<file path="config.mk">
export PLATFORM = sky130hd
export DESIGN_NAME = sap_ram_flat
export DESIGN_NICKNAME = d
export VERILOG_FILES = /design/src/rtl/sap_ram_pkg.sv /design/src/rtl/sap_ram_if.sv /design/src/rtl/sap_ram_array.sv /design/src/rtl/sap_ram.sv /design/src/flat_wrapper.sv
export SDC_FILE = /design/constraint.sdc
export NUM_CORES = 2
export LEC_CHECK = 0
export CAP_MARGIN = 20
export CORE_ASPECT_RATIO = 0.8
export CORE_MARGIN = 2
export CORE_UTILIZATION = 50
export CTS_CLUSTER_SIZE = 24
export DETAILED_ROUTE_END_ITERATION = 12
export PLACE_DENSITY_LB_ADDON = 0.15
export SYNTH_ARGS = -nofsm -noshare
export SYNTH_HDL_FRONTEND = slang
export SYNTH_SLANG_ARGS = --single-unit
export TNS_END_PERCENT = 20
</file>
<file path="constraint.sdc">
create_clock -name clk -period 15.5 [get_ports clk]
set_clock_uncertainty 0.2 [all_clocks]
set_input_delay 3.1 -clock clk [delete_from_list [all_inputs] [get_ports clk]]
set_output_delay 3.1 -clock clk [all_outputs]
set_load 0.05 [all_outputs]
</file>
<file path="src/rtl/sap_ram_pkg.sv">
// rtl/sap_ram_pkg.sv - shared widths, FSM state type and range helper for sap_ram
package sap_pkg;

    localparam int DATA_W = 16;
    localparam int ADDR_W = 16;

    typedef enum logic [1:0] {
        IDLE,
        WAIT,
        DONE
    } ram_state_t;

    typedef logic [3:0] wait_cnt_t;

    // Compared one bit wider so DEPTH=65536 never reports a false overflow.
    function automatic logic addr_out_of_range(input logic [ADDR_W-1:0] a, input int depth);
        return {1'b0, a} >= (ADDR_W + 1)'(depth);
    endfunction

endpackage

</file>
<file path="src/rtl/sap_ram_if.sv">
// rtl/sap_ram_if.sv - CPU access and loader bus of the SAP unified memory
interface sap_ram_if;
    import sap_pkg::*;

    logic [ADDR_W-1:0] addr;
    logic              ram_read;
    logic              ram_write;
    logic [DATA_W-1:0] wdata;
    logic [DATA_W-1:0] rdata;
    logic              done;
    logic              busy;
    logic              ld_we;
    logic [ADDR_W-1:0] ld_addr;
    logic [DATA_W-1:0] ld_data;
    logic              ld_ack;
    logic              addr_err;

    modport master (
        output addr, ram_read, ram_write, wdata, ld_we, ld_addr, ld_data,
        input  rdata, done, busy, ld_ack, addr_err
    );

    modport slave (
        input  addr, ram_read, ram_write, wdata, ld_we, ld_addr, ld_data,
        output rdata, done, busy, ld_ack, addr_err
    );

endinterface

</file>
<file path="src/rtl/sap_ram_array.sv">
// rtl/sap_ram_array.sv - single-port synchronous DEPTH x 16 storage, no reset
module sap_ram_array
    import sap_pkg::*;
#(
    parameter int DEPTH = 256,
    localparam int IDX_W = $clog2(DEPTH)
) (
    input  logic              clk,
    input  logic              we,
    input  logic              re,
    input  logic [IDX_W-1:0]  idx,
    input  logic [DATA_W-1:0] din,
    output logic [DATA_W-1:0] dout
);

    logic [DATA_W-1:0] mem [DEPTH];

    // dout only moves on a read, so it doubles as the held read-data register.
    always_ff @(posedge clk) begin
        if (we) begin
            mem[idx] <= din;
        end
        if (re) begin
            dout <= mem[idx];
        end
    end

endmodule

</file>
<file path="src/rtl/sap_ram.sv">
// rtl/sap_ram.sv - SAP unified memory: access FSM with wait states, loader port, range check
// Optional: RAM_ADDR_CHECK_EN enables out-of-range detection instead of address aliasing.
module sap_ram
    import sap_pkg::*;
#(
    parameter int DEPTH       = 256,
    parameter int WAIT_CYCLES = 1
) (
    input  logic     clk,
    input  logic     rst,
    sap_ram_if.slave bus
);

    localparam int IDX_W = $clog2(DEPTH);
    localparam wait_cnt_t WAIT_INIT = wait_cnt_t'((WAIT_CYCLES > 0) ? WAIT_CYCLES - 1 : 0);

    ram_state_t        state_q, state_d;
    wait_cnt_t         cnt_q, cnt_d;
    logic              op_write_q, op_write_d;
    logic [ADDR_W-1:0] addr_lat_q, addr_lat_d;
    logic [DATA_W-1:0] wdata_lat_q, wdata_lat_d;
    logic              busy_q, busy_d;
    logic              done_q, done_d;
    logic              ld_ack_q, ld_ack_d;
    logic              addr_err_q, addr_err_d;
    logic              rd_zero_q, rd_zero_d;

    logic              req;
    logic              acc_go;
    logic              acc_write;
    logic [ADDR_W-1:0] acc_addr;
    logic [DATA_W-1:0] acc_wdata;
    logic              acc_oor;
    logic              ld_go;
    logic              ld_oor;

    logic              arr_we;
    logic              arr_re;
    logic [IDX_W-1:0]  arr_idx;
    logic [DATA_W-1:0] arr_din;
    logic [DATA_W-1:0] arr_dout;

    assign req = bus.ram_read | bus.ram_write;

    // Sequencing: acc_go marks the cycle whose closing edge is the DONE entry edge.
    always_comb begin
        state_d     = state_q;
        cnt_d       = cnt_q;
        op_write_d  = op_write_q;
        addr_lat_d  = addr_lat_q;
        wdata_lat_d = wdata_lat_q;
        busy_d      = busy_q;
        acc_go      = 1'b0;
        acc_write   = op_write_q;
        acc_addr    = addr_lat_q;
        acc_wdata   = wdata_lat_q;
        ld_go       = 1'b0;
        unique case (state_q)
            IDLE: begin
                if (req) begin
                    op_write_d  = bus.ram_write;
                    addr_lat_d  = bus.addr;
                    wdata_lat_d = bus.wdata;
                    if (WAIT_CYCLES > 0) begin
                        state_d = WAIT;
                        cnt_d   = WAIT_INIT;
                        busy_d  = 1'b1;
                    end else begin
                        state_d   = DONE;
                        busy_d    = 1'b0;
                        acc_go    = 1'b1;
                        acc_write = bus.ram_write;
                        acc_addr  = bus.addr;
                        acc_wdata = bus.wdata;
                    end
                end else if (bus.ld_we) begin
                    ld_go = 1'b1;
                end
            end
            WAIT: begin
                if (cnt_q == '0) begin
                    state_d = DONE;
                    busy_d  = 1'b0;
                    acc_go  = 1'b1;
                end else begin
                    cnt_d = cnt_q - 1'b1;
                end
            end
            DONE: begin
                state_d = IDLE;
            end
            default: begin
                state_d = IDLE;
                busy_d  = 1'b0;
            end
        endcase
    end

`ifdef RAM_ADDR_CHECK_EN
    assign acc_oor = addr_out_of_range(acc_addr, DEPTH);
    assign ld_oor  = addr_out_of_range(bus.ld_addr, DEPTH);
`else
    assign acc_oor = 1'b0;
    assign ld_oor  = 1'b0;
`endif

    // Array port: a CPU access always takes the single port before the loader.
    always_comb begin
        done_d     = 1'b0;
        ld_ack_d   = 1'b0;
        addr_err_d = addr_err_q;
        rd_zero_d  = rd_zero_q;
        arr_we     = 1'b0;
        arr_re     = 1'b0;
        arr_idx    = acc_addr[IDX_W-1:0];
        arr_din    = acc_wdata;
        if (acc_go) begin
            done_d     = 1'b1;
            addr_err_d = acc_oor;
            if (acc_write) begin
                arr_we = ~acc_oor;
            end else begin
                arr_re    = ~acc_oor;
                rd_zero_d = acc_oor;
            end
        end else if (ld_go) begin
            ld_ack_d = 1'b1;
            arr_we   = ~ld_oor;
            arr_idx  = bus.ld_addr[IDX_W-1:0];
            arr_din  = bus.ld_data;
        end
    end

    always_ff @(posedge clk or posedge rst) begin
        if (rst) begin
            state_q     <= IDLE;
            cnt_q       <= '0;
            op_write_q  <= 1'b0;
            addr_lat_q  <= '0;
            wdata_lat_q <= '0;
            busy_q      <= 1'b0;
            done_q      <= 1'b0;
            ld_ack_q    <= 1'b0;
            addr_err_q  <= 1'b0;
            rd_zero_q   <= 1'b1;
        end else begin
            state_q     <= state_d;
            cnt_q       <= cnt_d;
            op_write_q  <= op_write_d;
            addr_lat_q  <= addr_lat_d;
            wdata_lat_q <= wdata_lat_d;
            busy_q      <= busy_d;
            done_q      <= done_d;
            ld_ack_q    <= ld_ack_d;
            addr_err_q  <= addr_err_d;
            rd_zero_q   <= rd_zero_d;
        end
    end

    // Array enables are masked by rst so an aborted access can never commit.
    sap_ram_array #(
        .DEPTH (DEPTH)
    ) u_array (
        .clk  (clk),
        .we   (arr_we & ~rst),
        .re   (arr_re & ~rst),
        .idx  (arr_idx),
        .din  (arr_din),
        .dout (arr_dout)
    );

    logic unused_addr_bits;
    assign unused_addr_bits = ^{acc_addr, bus.ld_addr};

    assign bus.rdata    = rd_zero_q ? '0 : arr_dout;
    assign bus.done     = done_q;
    assign bus.busy     = busy_q;
    assign bus.ld_ack   = ld_ack_q;
    assign bus.addr_err = addr_err_q;

endmodule

</file>
<file path="src/flat_wrapper.sv">
// flat-port wrapper written by rule: the top's interface ports become plain ports
module sap_ram_flat import sap_pkg::*;
#(
    parameter int DEPTH       = 256,
    parameter int WAIT_CYCLES = 1
)
  (clk, rst, bus_addr, bus_ram_read, bus_ram_write, bus_wdata, bus_ld_we, bus_ld_addr, bus_ld_data, bus_rdata, bus_done, bus_busy, bus_ld_ack, bus_addr_err);
  sap_ram_if bus_i ();
  input  logic clk;
  input  logic rst;
  input wire logic [$bits(bus_i.addr)-1:0] bus_addr;
  input wire logic [$bits(bus_i.ram_read)-1:0] bus_ram_read;
  input wire logic [$bits(bus_i.ram_write)-1:0] bus_ram_write;
  input wire logic [$bits(bus_i.wdata)-1:0] bus_wdata;
  input wire logic [$bits(bus_i.ld_we)-1:0] bus_ld_we;
  input wire logic [$bits(bus_i.ld_addr)-1:0] bus_ld_addr;
  input wire logic [$bits(bus_i.ld_data)-1:0] bus_ld_data;
  output wire logic [$bits(bus_i.rdata)-1:0] bus_rdata;
  output wire logic [$bits(bus_i.done)-1:0] bus_done;
  output wire logic [$bits(bus_i.busy)-1:0] bus_busy;
  output wire logic [$bits(bus_i.ld_ack)-1:0] bus_ld_ack;
  output wire logic [$bits(bus_i.addr_err)-1:0] bus_addr_err;
  assign bus_i.addr = bus_addr;
  assign bus_i.ram_read = bus_ram_read;
  assign bus_i.ram_write = bus_ram_write;
  assign bus_i.wdata = bus_wdata;
  assign bus_i.ld_we = bus_ld_we;
  assign bus_i.ld_addr = bus_ld_addr;
  assign bus_i.ld_data = bus_ld_data;
  assign bus_rdata = bus_i.rdata;
  assign bus_done = bus_i.done;
  assign bus_busy = bus_i.busy;
  assign bus_ld_ack = bus_i.ld_ack;
  assign bus_addr_err = bus_i.addr_err;
  sap_ram #(.DEPTH(DEPTH), .WAIT_CYCLES(WAIT_CYCLES)) u_core (.clk(clk), .rst(rst), .bus(bus_i));
endmodule
</file>
==> results.sh <==
export IMPL_status="finished, final reports clean"
export IMPL_vias_per_cell=6.82
export IMPL_rr_startpoint="u_core.state_q[0]"
export IMPL_row_count=199
export IMPL_antenna_found_initial=32
export IMPL_netlist_cell_type_count=67
export IMPL_crit_path_frequent_cell="buf_4"
export IMPL_cts_sinks=4147
export IMPL_synth_area_mm2=0.184
export IMPL_cts_resized_gates=0
export IMPL_synth_fp_nets=13400
export IMPL_fin_tns_setup_ps=0
export IMPL_worst_setup_path_start_kind="primary input"
export IMPL_htree_levels=5
export IMPL_p_switching_w=0.0135
export IMPL_ys_ff_latch=4147
export IMPL_dpl_worst_slack_ps=4920
export IMPL_synth_edf_count=4112
export IMPL_layout_common_cells="edfxtp_1 (4,112), nand2b_1 (1,508), mux2i_1 (1,091)"
export IMPL_crit_path_end_kind="register"
export IMPL_io_pins=89
export IMPL_fmaxAchievable_mhz=101
export IMPL_syn_area_per_cell_um2=13.7
export IMPL_critPathTopFamily="buffers and inverters"
export IMPL_critPathLaunch="bus_ram_write"
export IMPL_vdd_drop_max_mv=0.213
export IMPL_min_period_ps=9870
export IMPL_ys_seq_area_share_pct=67.7
export IMPL_ant_nets=0
export IMPL_p_comb_share_pct=34.3
export IMPL_grt_pass1_wl_um=833000
export IMPL_syn_inst=13400
export IMPL_synth_ff_type="edfxtp_1"
export IMPL_portBuffers=71
export IMPL_design_die_area_mm2=0.372
export IMPL_layout_nets=13200
export IMPL_cts_made_buffers=409
export IMPL_cp_max_fo=55
export IMPL_grt_ovfl_total=0
export IMPL_dp_hpwl_um=331000
export IMPL_holdBufCountCts=0
export IMPL_slowest_delay_ps=800
export IMPL_leakage_nw=65.1
export IMPL_drive_above_1_share_pct=9.65
export IMPL_slew_violations=0
export IMPL_wl_um=589000
export IMPL_layout_commonest_cell="edfxtp_1"
export IMPL_p_int_w=0.0233
export IMPL_min_path_type="reg2reg"
export IMPL_critPathBufInv=6
export IMPL_start_util_pct=50.1
export IMPL_dr_pass1_iters=6
export IMPL_finalSetupViolCount=0
export IMPL_setup_ws_ps=5630
export IMPL_grt_max_degree=261
export IMPL_tightest_slew_ps=1280
export IMPL_globalplace_congestion=0.879
export IMPL_area_delta_synth_final_pct=10.9
export IMPL_min_from="u_core.wdata_lat_q[3]"
export IMPL_max_slew_margin_pct=14.9
export IMPL_finalHoldViolCount=0
export IMPL_criticalPathCategory="in2reg"
export IMPL_holdWs_ps=306
export IMPL_power_share_clock_pct=26.6
export IMPL_cpMaxStageDelayCell="nand4_1"
export IMPL_die_y_um=546
export IMPL_cts_tree="done"
export IMPL_swShare_pct=36.7
export IMPL_cts_root_buffer="clkbuf_16"
export IMPL_cp_required_ps=15990
export IMPL_cap_viol_max_count=0
export IMPL_grtUsageTotal_pct=30.5
export IMPL_synth_async_reset_ratio_pct=0.844
export IMPL_postCtsSetupBuffers=0
export IMPL_vias=126000
export IMPL_clock_latency_ps=950
export IMPL_drt_initial_drc_count=17700
export IMPL_drcViolationCount=0
export IMPL_grt_pass1_vias=119000
export IMPL_die_x_um=682
export IMPL_path_clk_slew_ps=60
export IMPL_post_drt_wl_per_cell_um=32.0
export IMPL_crit_path_cell_trace="clkdlybuf4s50_1, nor4_4, buf_4, a21boi_4, buf_4, buf_4, o22ai_4, buf_4, buf_4, o22ai_1, or4_1, a21oi_1, nand4_1, and4_1"
export IMPL_ys_warn_count=0
export IMPL_arrival_ps=10370
export IMPL_p_seq_share_pct=39.1
export IMPL_p_per_area_mw_per_mm2=180
export IMPL_clockBufferDepth=4
export IMPL_rsz0062_at_grt="no"
export IMPL_fin_crit_sh_pct=63.7
export IMPL_core_area_mm2=0.367
layer usage:
| metal | GRT usage (%) | vias up | part of all wire (%) |
|---|---|---|---|
| met5 | 0.348 | - | 0.014 |
| met4 | 13.2 | 12 | 4.8 |
| met3 | 6.52 | 1251 | 12 |
| met2 | 45.5 | 7690 | 44 |
| met1 | 43.3 | 63800 | 40 |
| li1 | - | 52800 | - |
final cells by class:
class	count	area, µm²
Fill cell	28900	163000
Tap cell	4924	6160
Inverter	11	48.8
Sequential cell	4147	124000
Antenna cell	15	37.5
Clock buffer	492	10700
Multi-Input combinational cell	7943	54900
Timing Repair Buffer	627	5360
Clock inverter	247	2230
state kept, by name, indices dropped and copies added (netlist names):
signal and cells:
u_core.u_array.mem 4096, u_core.u_array.dout 16, u_core.wdata_lat_q 16, u_core.addr_lat_q 8, u_core.cnt_q 4, u_core.state_q 2
u_core.bus.busy 1, u_core.bus.done 1, u_core.bus.ld_ack 1, u_core.op_write_q 1, u_core.rd_zero_q 1
stage by stage:
step	std cells	utilization (%)	area, µm²	total power (W)
floorplan	13400	-	184000	0.0223
global placement	17600	52.0	191000	0.0266
detailed placement	17600	52.0	191000	0.0269
CTS	18400	55.6	204000	0.0365
global route	18400	55.6	204000	0.0377
finish	18400	55.6	204000	0.0367
logic make-up (layout without fill, tap and decap cells):
| logic type | count (synthesis) | in the layout | synth area share, % |
|---|---|---|---|
| buf+inv | 1282 | 1377 | 2.84 |
| fa+ha+maj | 1 | 1 | 0.00681 |
| simple gates | 2858 | 2858 | 8.20 |
| compound gates | 3943 | 3943 | 15.0 |
| other cells | 1 | 16 | 0.00204 |
| flops | 4147 | 4147 | 67.7 |
| mux | 1140 | 1140 | 6.24 |
Yosys cell counts, types with 6 or more instances:
master | count | share of area [%]
nand2b_1 | 1508 | 5.1
a311oi_1 | 880 | 4.2
a41oi_1 | 7 | 0.033
dfrtp_1 | 34 | 0.46
o211ai_1 | 6 | 0.025
nor2_1 | 286 | 0.58
a31oi_1 | 24 | 0.082
buf_2 | 240 | 0.65
o21a_1 | 23 | 0.094
a221oi_1 | 128 | 0.61
clkbuf_1 | 930 | 1.9
and4_1 | 13 | 0.062
buf_1 | 76 | 0.16
a211oi_1 | 753 | 3.1
o22a_1 | 46 | 0.22
inv_1 | 11 | 0.022
nor4_1 | 48 | 0.16
a2111oi_0 | 19 | 0.091
o41ai_1 | 184 | 0.88
o211ai_2 | 6 | 0.041
nand2_1 | 845 | 1.7
nand3_1 | 60 | 0.16
nor2b_1 | 16 | 0.054
or4_1 | 10 | 0.041
o21ai_0 | 193 | 0.53
o22ai_1 | 825 | 2.8
a21oi_1 | 825 | 2.2
mux2_1 | 12 | 0.074
mux2i_1 | 1092 | 5.9
nand4_1 | 40 | 0.14
edfxtp_1 | 4112 | 67
buf_4 | 21 | 0.086
mux2_2 | 36 | 0.22
power by group through the flow:
stage | clock [W] | sequential [W] | combinational, W
after CTS | 0.00986 | 0.0143 | 0.0123
final | 0.00978 | 0.0144 | 0.0126
after detailed placement | 0 | 0.0146 | 0.0123
after global routing | 0.0103 | 0.0144 | 0.0131
after global placement | 0 | 0.0146 | 0.0120
after floorplan | 0 | 0.0151 | 0.00719
final timing paths:
path / endpoint / slack [ps] / depth (start not counted)
min: u_core.wdata_lat_q[3] / 310 / 1
min reg2reg: u_core.wdata_lat_q[3] / 310 / 1
max in group asynchronous: u_core.addr_lat_q[0] / 11580 / 2
max reg2reg: u_core.u_array.dout[14] / 7730 / 13
max: u_core.u_array.dout[14] / 5630 / 14
min in group asynchronous: u_core.addr_lat_q[6] / 2780 / 2
No activity file was read; power rests on OpenSTA's default activity.
